`src/rtl/btn_event_queue.sv`:
```
`default_nettype none
// +--------------------------------------------------------------------------+
// | Module   : btn_event_queue                                               |
// | Purpose  : Tags debounced button pulses PRESS/REPEAT and queues them in  |
// |            a show-ahead FIFO drained over a valid/ready handshake.       |
// | Revision : 1.0 - initial release                                         |
// +--------------------------------------------------------------------------+
module btn_event_queue #(
  parameter int N_BTN       = 4,
  parameter int DEPTH       = 8,
  parameter int HOLD_WINDOW = 60000000,
  parameter int IDXW        = $clog2(N_BTN)
) (
  input  logic                         clk,
  input  logic                         reset_n,
  input  logic [N_BTN-1:0]             btn_pulse,
  output logic                         ev_valid,
  input  logic                         ev_ready,
  output logic [IDXW-1:0]              ev_btn,
  output logic                         ev_repeat,
  output logic [$clog2(DEPTH+1)-1:0]   ev_count,
  output logic                         ev_dropped,
  input  logic                         clr_drop
);

  localparam int GW = $clog2(HOLD_WINDOW);
  localparam int PW = $clog2(DEPTH);
  localparam int CW = $clog2(DEPTH+1);
  localparam logic [GW-1:0] C_GAP_LOAD = GW'(HOLD_WINDOW - 1);
  localparam logic [CW-1:0] C_FULL     = CW'(DEPTH);

  logic [N_BTN-1:0][GW-1:0] r_gap;
  logic [N_BTN-1:0]         w_tag;
  logic [N_BTN-1:0]         r_pend;
  logic [N_BTN-1:0]         r_pend_rep;
  logic [N_BTN-1:0]         w_drain;
  logic [IDXW-1:0]          w_grant_idx;
  logic                     w_pop;
  logic                     w_can_push;
  logic                     w_push;
  logic                     w_merge;
  logic [IDXW:0]            r_mem [DEPTH];
  logic [IDXW:0]            w_head;
  logic [PW-1:0]            r_wr_ptr;
  logic [PW-1:0]            r_rd_ptr;
  logic [CW-1:0]            r_count;
  logic                     r_dropped;

  // Gap counters run independently of the FIFO so tagging ignores backpressure.
  for (genvar gi = 0; gi < N_BTN; gi++) begin : g_gap
    always_ff @(posedge clk or negedge reset_n) begin
      if (!reset_n) begin
        r_gap[gi] <= '0;
      end else if (btn_pulse[gi]) begin
        r_gap[gi] <= C_GAP_LOAD;
      end else if (r_gap[gi] != '0) begin
        r_gap[gi] <= r_gap[gi] - 1'b1;
      end
    end
    assign w_tag[gi] = (r_gap[gi] != '0);
  end

  assign w_pop      = (r_count != '0) && ev_ready;
  assign w_can_push = (r_count != C_FULL) || w_pop;
  assign w_push     = (|r_pend) && w_can_push;

  // Fixed priority: scanning downward leaves the lowest pending index.
  always_comb begin
    w_grant_idx = '0;
    w_drain     = '0;
    for (int i = N_BTN - 1; i >= 0; i--) begin
      if (r_pend[i]) w_grant_idx = IDXW'(i);
    end
    w_drain[w_grant_idx] = w_push;
  end

  assign w_merge = |(btn_pulse & r_pend & ~w_drain);

  always_ff @(posedge clk or negedge reset_n) begin
    if (!reset_n) begin
      r_pend     <= '0;
      r_pend_rep <= '0;
    end else begin
      for (int i = 0; i < N_BTN; i++) begin
        if (btn_pulse[i] && !(r_pend[i] && !w_drain[i])) begin
          r_pend[i]     <= 1'b1;
          r_pend_rep[i] <= w_tag[i];
        end else if (w_drain[i]) begin
          r_pend[i]     <= 1'b0;
        end
      end
    end
  end

  // Storage needs no reset: entries are only visible while counted.
  always_ff @(posedge clk) begin
    if (w_push) r_mem[r_wr_ptr] <= {r_pend_rep[w_grant_idx], w_grant_idx};
  end

  always_ff @(posedge clk or negedge reset_n) begin
    if (!reset_n) begin
      r_wr_ptr <= '0;
      r_rd_ptr <= '0;
      r_count  <= '0;
    end else begin
      if (w_push) r_wr_ptr <= r_wr_ptr + 1'b1;
      if (w_pop)  r_rd_ptr <= r_rd_ptr + 1'b1;
      if (w_push && !w_pop)      r_count <= r_count + 1'b1;
      else if (w_pop && !w_push) r_count <= r_count - 1'b1;
    end
  end

  always_ff @(posedge clk or negedge reset_n) begin
    if (!reset_n)      r_dropped <= 1'b0;
    else if (w_merge)  r_dropped <= 1'b1;
    else if (clr_drop) r_dropped <= 1'b0;
  end

  assign w_head     = r_mem[r_rd_ptr];
  assign ev_valid   = (r_count != '0);
  assign ev_btn     = ev_valid ? w_head[IDXW-1:0] : '0;
  assign ev_repeat  = ev_valid ? w_head[IDXW] : 1'b0;
  assign ev_count   = r_count;
  assign ev_dropped = r_dropped;

endmodule
`default_nettype wire
```
`config.mk`:
```
export PLATFORM = sky130hd
export DESIGN_NAME = btn_event_queue
export DESIGN_NICKNAME = d
export VERILOG_FILES = /design/src/rtl/btn_event_queue.sv
export SDC_FILE = /design/constraint.sdc
export NUM_CORES = 1
export LEC_CHECK = 0
export CAP_MARGIN = 10
export CORE_MARGIN = 10
export CORE_UTILIZATION = 47
export CTS_CLUSTER_DIAMETER = 50
export CTS_CLUSTER_SIZE = 14
export DETAILED_ROUTE_END_ITERATION = 10
export PLACE_DENSITY = 0.64
export SYNTH_ARGS = -nofsm -noshare
export SYNTH_HDL_FRONTEND = slang
export SYNTH_SLANG_ARGS = --single-unit
```
`constraint.sdc`:
```
create_clock -name clk -period 7.05 [get_ports clk]
set_input_delay 2.115 -clock clk [delete_from_list [all_inputs] [get_ports clk]]
set_output_delay 2.115 -clock clk [all_outputs]
set_load 0.02 [all_outputs]
```
# [After elaboration in Yosys (flattened, before gate mapping)]
# Memory sizes are Yosys's and may differ from the RTL's.
# Index checks and enable logic that the tools add are counted.
[op_classes] n_addsub=8 multipliers=0 div=0 n_lt_le_gt_ge=2 n_eq_ne=1 n_shift=0 mux=32 bitwise_logic=4 n_reduce_logical=41
[op_table] operator="26-bit 2-to-1 mux" count=8
[op_table] operator="26-bit nonzero test" count=4
[op_table] operator="26-bit by 1-bit subtractor with 26-bit output, second input constant" count=4
[op_table] operator="2-bit nonzero test" count=10
[op_table] operator="1-bit 2-to-1 mux" count=15
[op_table] operator="1-bit logical AND" count=13
[op_table] operator="4-bit bitwise AND" count=3
[op_table] operator="1-bit zero test" count=10
[op_table] operator="2-bit 2-to-1 mux" count=5
[op_table] operator="4-bit 2-to-1 mux" count=2
[op_table] operator="4-bit OR reduction" count=2
[op_table] operator="3-bit by 1-bit adder with 3-bit output, second input constant" count=2
[op_table] operator="4-bit by 1-bit adder with 4-bit output, second input constant" count=1
[op_table] operator="4-bit inequality test, second input constant" count=1
[op_table] operator="4-bit NOT" count=1
[op_table] operator="4-bit nonzero test" count=1
[op_table] operator="4-bit by 1-bit subtractor with 4-bit output, second input constant" count=1
[op_table] operator="2-bit by 3-bit < comparator with 1-bit output, second input constant" count=1
[op_table] operator="1-bit binary-select mux with 2-bit select" count=1
[op_table] operator="1-bit demux with 2-bit select" count=1
[op_table] operator="2-bit by 1-bit greater-or-equal comparator with 1-bit output, second input constant" count=1
[op_table] operator="1-bit logical OR" count=1
[totals] register_bits=123 latchBits=0 mem_bits_rw=24 mem_bits_ro=0 in_bits=8 output_inout_bits=9 elab_cells=105 n_memories=1
[memory_table] name="r_mem" words=8 word_bits=3 read_ports=1 rd_clocked_by_memory_dff=0 wr=1 line_no="42" rtl="logic [IDXW:0] r_mem [DEPTH];"

# [Logic depth before layout (Yosys ltp)]
# Gate-level depths: netlist (run 1).
[logic_depth] depth_word=14 ltp_mapped=12 depth_no_buf=11

# [Worst setup path after synthesis (run 1)]
# OpenSTA, ideal clock, no wires.
[synth_timing] path_type="input -> register" from="in ev_ready" to="reg r_count[3] (netlist: ev_count[3])" setup_ps=133 arrival_time_ps=4132 required_time_ps=6917 slack_ps=2785 path_stages=11 n_path_buf=0 cell_sequence="nand2b_1 > nor4_1 > nor2_1 > ha_1 > inv_1 > ha_1 > a21o_1 > a21oi_1 > xnor2_1 > nor2_1 > xor2_1"
[synth_between] elab_chain_cells=6 word_cells_on_any_way=9 cone_classes="mux: 1; reduce/logical: 8"
[synth_rtl] item="start: declaration" line_no="18" rtl="input logic ev_ready,"
[synth_rtl] item="1-bit logical AND (*)" line_no="63" rtl="assign w_pop = (r_count != '0) && ev_ready;"
[synth_rtl] item="1-bit logical OR (*)" line_no="64" rtl="assign w_can_push = (r_count != C_FULL) || w_pop;"
[synth_rtl] item="1-bit logical AND (*)" line_no="65" rtl="assign w_push = (|r_pend) && w_can_push;"
[synth_rtl] item="net w_push" line_no="40" rtl="logic w_push;"
[synth_rtl] item="1-bit zero test" line_no="109" rtl="else if (w_pop && !w_push) r_count <= r_count - 1'b1;"
[synth_rtl] item="1-bit logical AND" line_no="109"
[synth_rtl] item="2-bit nonzero test (no line)"
[synth_rtl] item="end signal: assignment" line_no="108" rtl="if (w_push && !w_pop) r_count <= r_count + 1'b1;"
[synth_rtl] item="end signal: assignment" line_no="109"
[synth_rtl] item="end: declaration" line_no="46" rtl="logic [CW-1:0] r_count;"
# Mark *: on every way through the listed nets, which the timed path passes. The rest lies on a longest branch.
# A chain may end at the register's enable or synchronous reset.

# [Worst setup path after layout (run 1)]
# Ends and elaborated chain as after synthesis.

==> results.py, run 1 <==
metrics = {
    "status": {
        "outcome": "complete, no violations",
    },
    "sta": {
        "finalHoldViolCount": 0,
        "fin_crit_sh_pct": 70.14,
        "tns_ns": 0,
        "maxSlewViolCount": 0,
        "tightest_slew_ns": 1.151,
        "relSlewSlack_pct": 23.04,
        "period_minus_slack_ns": 4.945,
        "fmax_ghz": 0.2022,
        "rsz0062_at_grt": "no",
        "final.setup_skew_ns": 0.007559,
        "finalSetupViolCount": 0,
    },
    "routing": {
        "wl_met1_um": 7212,
        "firstDrtPassIters": 5,
        "vias_per_cell": 5.820,
        "wl_per_cell_um": 15.87,
        "first_iter_violations": 411,
        "vias": 5686,
        "wl_met3_um": 517,
        "highest_layer": "met4",
        "wl_met2_um": 7545,
        "drt.antenna.violating_nets": 0,
        "finalWirelength_um": 15500,
        "drc_errors": 0,
    },
    "placement": {
        "place_congestion": 0.8440,
        "port_buffers": 16,
        "place_area_um2": 7889,
        "hpwlAfterDp_um": 10370,
    },
    "yosys": {
        "synthFlopType": "dfrtp_1",
        "synth-edff-count": 24,
        "ys_warn_count": 0,
        "netlist_instances": 741,
        "synth-seq-area-share_pct": 50.15,
        "yosysMostFrequentCell": "dfrtp_1",
        "synth-seq-cells": 147,
        "synth_area_per_cell_um2": 10.22,
        "ys_types": 59,
        "syn_area_um2": 7575,
        "yosys-top-cells-area": "dfrtp_1 (41%), edfxtp_1 (9.5%), xnor2_1 (4.5%)",
        "netlist_top_cells_count": "dfrtp_1 (123), nand2_1 (73), nor2_1 (60)",
        "synth_top_area_share_pct": 40.63,
        "syn-num-nets": 759,
        "synthArstFlopShare_pct": 83.67,
        "synth_top_area_cell": "dfrtp_1",
    },
    "final_layout": {
        "drive_above_1_share_pct": 9.330,
        "area_growth_syn_to_layout_pct": 12.07,
        "fin_area_um2": 8489,
        "finish.utilization_pct": 53.64,
        "nNetsFinal": 767,
        "n_fill_cell": 1387,
        "antenna_cells": 0,
    },
    "clock_tree": {
        "clkTransAtPathRegs_ns": 0.06,
        "clk_path_buf_depth": 2,
        "clk_latency_ns": 0.42,
        "clockRootBuffer": "clkbuf_16",
        "cts_tree": "done",
        "cts.sinks": 147,
        "htreeDepth": 4,
        "cts.repair.resized": 0,
        "hold_buffers": 0,
        "post_cts_buffers": 0,
        "numCtsBuffers": 17,
    },
    "floorplanning": {
        "core_area_um2": 15830,
        "die_h_um": 147.0,
        "die_area_um2": 21590,
        "ios": 17,
        "initial_core_util_pct": 47.86,
        "die_w_um": 147.0,
        "rows": 46,
    },
    "grt": {
        "grt_pass1_vias": 5630,
        "track_usage_pct": 14.94,
        "grt_max_degree": 84,
        "grt_antenna_before_repair": 0,
        "grt-ovfl-total": 0,
        "grt_pass1_wl_um": 27230,
    },
    "flow_run": {
        "cap_viol_max_count": 0,
    },
    "critical_path": {
        "cp_slowest_cell": "nor4_1",
        "path_delay_family": "simple AND/OR/NAND/NOR gates",
        "r2r_start": "ev_count[0]",
        "r2r-end": "ev_count[3]",
        "crit_buf_inv": 2,
        "worstSetupEndpointType": "flop",
        "max_stage_delay_ns": 0.77,
        "rr_worst_depth": 10,
        "cp-start-kind": "primary input",
        "arrival_ns": 5.25,
        "cp_max_fo": 6,
        "worstSetupPathType": "primary input to flop",
        "crit_required_ns": 7.35,
        "crit_path_cell_trace": "clkdlybuf4s50_1 > nand2b_1 > nor4_1 > nor2_1 > ha_1 > inv_1 > ha_1 > a21o_1 > a21oi_1 > xnor2_1 > nor2_1 > xor2_1",
        "ff2ff_setup_slack_ns": 3.81,
    },
    "hold_path": {
        "hold_depth": 1,
        "hold_class": "flop to flop",
        "hp-start": "r_pend_rep[3]",
        "holdPathEnd": "r_pend_rep[3]",
    },
    "power": {
        "p_leak_nw": 2.806,
        "power_density_nw_per_um2": 271.2,
        "ir_drop_mv": 0.1822,
    },
}
worst max path at each step:
stage / slack (ns) / start / cells after the start / end
after CTS: 2.14 / ev_ready / 12 / ev_count[3]
after global placement: 1.92 / ev_ready / 12 / ev_count[3]
after floorplan: 2.79 / ev_ready / 11 / ev_count[3]
after detailed placement: 1.71 / ev_ready / 12 / ev_count[3]
after global routing: 1.90 / ev_ready / 12 / ev_count[3]
final: 2.10 / ev_ready / 12 / ev_count[3]
final cells by class:
| class | count | area [um^2] | area share (%) |
|---|---|---|---|
| Timing Repair Buffer | 18 | 172.7 | 2.034 |
| Inverter | 21 | 78.83 | 0.9285 |
| Clock buffer | 27 | 523.0 | 6.161 |
| Tap cell | 216 | 270.3 | 3.183 |
| Clock inverter | 4 | 70.07 | 0.8254 |
| Multi-Input combinational cell | 544 | 3576 | 42.12 |
| Sequential cell | 147 | 3799 | 44.75 |
metal layers:
metal  GRT usage (%)  up-vias
met5               0        -
met4           6.244        0
met3           3.163       20
met2           23.87       98
met1           19.32     2826
li1                -     2742
report_power, final:
| part | internal [W] | total [W] | leakage (nW) | switching (W) |
|---|---|---|---|---|
| Combinational | 0.000181 | 0.000374 | 0.996 | 0.000193 |
| Sequential | 0.000942 | 0.00102 | 1.52 | 0.0000819 |
| Clock | 0.000575 | 0.000904 | 0.293 | 0.000329 |
| Total | 0.00170 | 0.00230 | 2.81 | 0.000605 |
registers in the layout, indices dropped and copies added, names as in the netlist:
| signal | flops |
|---|---|
| r_gap | 104 |
| r_mem | 24 |
| ev_count | 4 |
| r_pend | 4 |
| r_pend_rep | 4 |
| r_rd_ptr | 3 |
| r_wr_ptr | 3 |
| ev_dropped | 1 |
logic make-up (layout without fill, tap and decap cells):
logic type / after synthesis / after routing / share of synthesized area [%]
compound gates: 117 / 117 / 9.861
mux: 23 / 23 / 4.179
simple gates: 332 / 332 / 24.25
xor+xnor: 62 / 62 / 7.169
flops: 147 / 147 / 50.15
buf+inv: 50 / 70 / 2.643
fa+ha+maj: 10 / 10 / 1.751
placed cells by master, fill, tap and decap left out, drive strengths merged, types with 5 or more instances in the layout:
cell type      synthesis  routed
nor3                  30      30
o211ai                 8       8
mux2i                  8       8
inv                   20      20
nor4                  27      27
o31ai                 17      17
xnor2                 39      39
a31oi                  6       6
nand2b                 6       6
nor4b                  6       6
or4                   29      29
a21oi                 27      27
edfxtp                24      24
xor2                  23      23
o21ai                 34      34
or2                   10      10
nand3                 25      25
dfrtp                123     123
nand2                 73      73
or3                   23      23
nor2b                 10      10
nand4                  9       9
nor3b                  9       9
mux4                   6       6
a2111oi                7       7
a211oi                 7       7
clkdlybuf4s50          0      15
ha                     9       9
nor2                  61      61
and3                   5       5
mux2                   9       9
clkbuf                23      27
stage by stage:
step	hold slack (ns)	setup slack, ns	total power [W]	cells
detailed placement	0.5004	1.714	0.001413	945
finish	0.5097	2.105	0.002302	977
floorplan	0.4776	2.785	0.001270	741
global placement	0.4968	1.917	0.001387	945
global route	0.5299	1.898	0.002410	977
CTS	0.5131	2.145	0.002327	976
Note: power is estimated with default switching activity, not from simulation.
==> run 2: changes to the inputs <==
--- a/config.mk
+++ b/config.mk
@@ -11,7 +11,7 @@
 export CTS_CLUSTER_DIAMETER = 50
 export CTS_CLUSTER_SIZE = 14
 export DETAILED_ROUTE_END_ITERATION = 10
-export PLACE_DENSITY = 0.64
+export PLACE_DENSITY = 0.67
 export SYNTH_ARGS = -nofsm -noshare
 export SYNTH_HDL_FRONTEND = slang
 export SYNTH_SLANG_ARGS = --single-unit
==> constraint.sdc (replaced) <==
create_clock -name clk -period 4 [get_ports clk]
set_input_delay 1.2 -clock clk [delete_from_list [all_inputs] [get_ports clk]]
set_output_delay 1.2 -clock clk [all_outputs]
set_load 0.02 [all_outputs]
==> results.py, run 2 (synthesis gave the netlist of run 1 again) <==
metrics = {
    "status": {
        "outcome": "complete, no violations",
    },
    "critical_path": {
        "r2r-end": "r_gap[95]",
        "critPathCapture": "ev_btn[0]",
        "worstSetupPathType": "flop to primary output",
        "rr_worst_depth": 5,
        "cp-start-kind": "flop",
        "cp-startpoint": "r_rd_ptr[0]",
        "crit_required_ns": 2.80,
        "arrival_ns": 2.35,
        "cp_max_fo": 8,
        "ff2ff_setup_slack_ns": 1.22,
        "r2r_start": "r_gap[101]",
        "worstSetupEndpointType": "primary output",
    },
    "routing": {
        "drc_errors": 0,
        "drt.antenna.violating_nets": 0,
        "vias_per_cell": 5.762,
        "vias": 5670,
        "wl_per_cell_um": 15.47,
        "finalWirelength_um": 15220,
        "firstDrtPassIters": 5,
        "first_iter_violations": 333,
    },
    "grt": {
        "grt_max_degree": 52,
        "grt_pass1_wl_um": 26460,
        "met1_usage_pct": 18.63,
        "met2_usage_pct": 23.89,
        "busiest_layer": "met2",
        "grt_pass1_vias": 5594,
        "grt-ovfl-total": 0,
        "grt_antenna_before_repair": 0,
        "track_usage_pct": 14.51,
        "grt_util_met3_pct": 3.041,
    },
    "sta": {
        "finalSetupViolCount": 0,
        "setup_ws_ns": 0.4532,
        "relSlewSlack_pct": 30.14,
        "maxSlewViolCount": 0,
        "finalHoldViolCount": 0,
        "tns_ns": 0,
        "tightest_slew_ns": 1.045,
        "period_minus_slack_ns": 3.547,
        "rsz0062_at_grt": "no",
        "fin_crit_sh_pct": 88.67,
        "fmax_ghz": 0.2819,
        "final.setup_skew_ns": 0.01610,
    },
    "clock_tree": {
        "clkTransAtPathRegs_ns": 0.06,
        "post_cts_buffers": 0,
        "clockRootBuffer": "clkbuf_16",
        "clk_latency_ns": 0.43,
        "cts_tree": "done",
        "htreeDepth": 4,
        "hold_buffers": 0,
        "numCtsBuffers": 17,
        "cts.sinks": 147,
        "clk_path_buf_depth": 2,
        "cts.repair.resized": 0,
    },
    "floorplanning": {
        "die_area_um2": 21590,
        "rows": 46,
        "die_w_um": 147.0,
        "initial_core_util_pct": 47.86,
        "ios": 17,
        "core_area_um2": 15830,
        "die_h_um": 147.0,
    },
    "final_layout": {
        "reg_top3": "r_gap: 104 flops, r_mem: 24 flops",
        "antenna_cells": 0,
        "area_growth_syn_to_layout_pct": 13.50,
        "drive_above_1_share_pct": 10.55,
        "regMostFlops": "r_gap",
        "fin_area_um2": 8597,
        "final_common_cell": "dfrtp_1",
        "nNetsFinal": 773,
        "final_cell_mix": "dfrtp_1 (123), nand2_1 (73), nor2_1 (60)",
        "largest_register_ffs": 104,
    },
    "placement": {
        "place_area_um2": 7954,
        "place_ws_ns": 0.4054,
        "hpwlAfterDp_um": 10330,
        "place_congestion": 0.8074,
        "port_buffers": 16,
    },
    "flow_run": {
        "cap_viol_max_count": 0,
    },
    "power": {
        "ir_drop_mv": 0.3562,
        "p_leak_nw": 2.861,
        "power_density_nw_per_um2": 484.1,
        "power_w": 0.004162,
    },
    "hold_path": {
        "hold_class": "flop to flop",
    },
}
==> run 2: final cells by class <==
type | count | area [um^2]
inverters | 21 | 78.83
clock inverters | 12 | 175.2
multi-input cells | 544 | 3576
fillers | 1352 | 7231
flip-flops and latches | 147 | 3799
clock buffers | 20 | 467.9
repair buffers | 24 | 230.2
well taps | 216 | 270.3
==> run 2: stage by stage <==
step	instances	hold slack (ns)	util [%]
final	984	0.5115	54.32
after CTS	984	0.5137	54.32
after global placement	952	0.4962	50.25
after global routing	984	0.5346	54.32
after detailed placement	952	0.5035	50.25
after floorplan	741	0.4776	-
==> run 2: worst min-delay path by stage <==
stage | from | end | slack, ns | depth (start not counted)
after global placement | r_gap[7] | r_gap[7] | 0.50 | 2
final | ev_count[3] | ev_count[3] | 0.51 | 1
after global routing | r_pend_rep[3] | r_pend_rep[3] | 0.53 | 1
after detailed placement | r_pend_rep[3] | r_pend_rep[3] | 0.50 | 1
after CTS | ev_count[3] | ev_count[3] | 0.51 | 1
after floorplan | r_gap[7] | r_gap[7] | 0.48 | 2
==> run 2: layer usage <==
metal,share of wire [%],up-vias
met4,1.4,0
li1,-,2754
met3,3.0,16
met2,49,87
met5,0,-
met1,47,2813
==> run 2: critical path, cell delays in order, from the launching register on <==
cell	delay (ns)
dfrtp_1	0.60
mux4_2	0.57
mux2i_1	0.14
nor2_1	0.06
clkdlybuf4s50_1	0.57
==> run 2: power by group <==
part	internal, W	switching (W)	leakage, nW	total (W)
Sequential	0.00166	0.000136	1.52	0.00180
Combinational	0.000325	0.000326	1.03	0.000651
Clock	0.00110	0.000618	0.316	0.00172
==> run 3: changes to the inputs <==
--- a/config.mk
+++ b/config.mk
@@ -8,7 +8,7 @@
 export CAP_MARGIN = 10
 export CORE_MARGIN = 10
 export CORE_UTILIZATION = 47
-export CTS_CLUSTER_DIAMETER = 50
+export CTS_CLUSTER_DIAMETER = 200
 export CTS_CLUSTER_SIZE = 14
 export DETAILED_ROUTE_END_ITERATION = 10
 export PLACE_DENSITY = 0.67
==> results of run 3 <==
Final layout, timing and power as in run 2 (identical DEF).
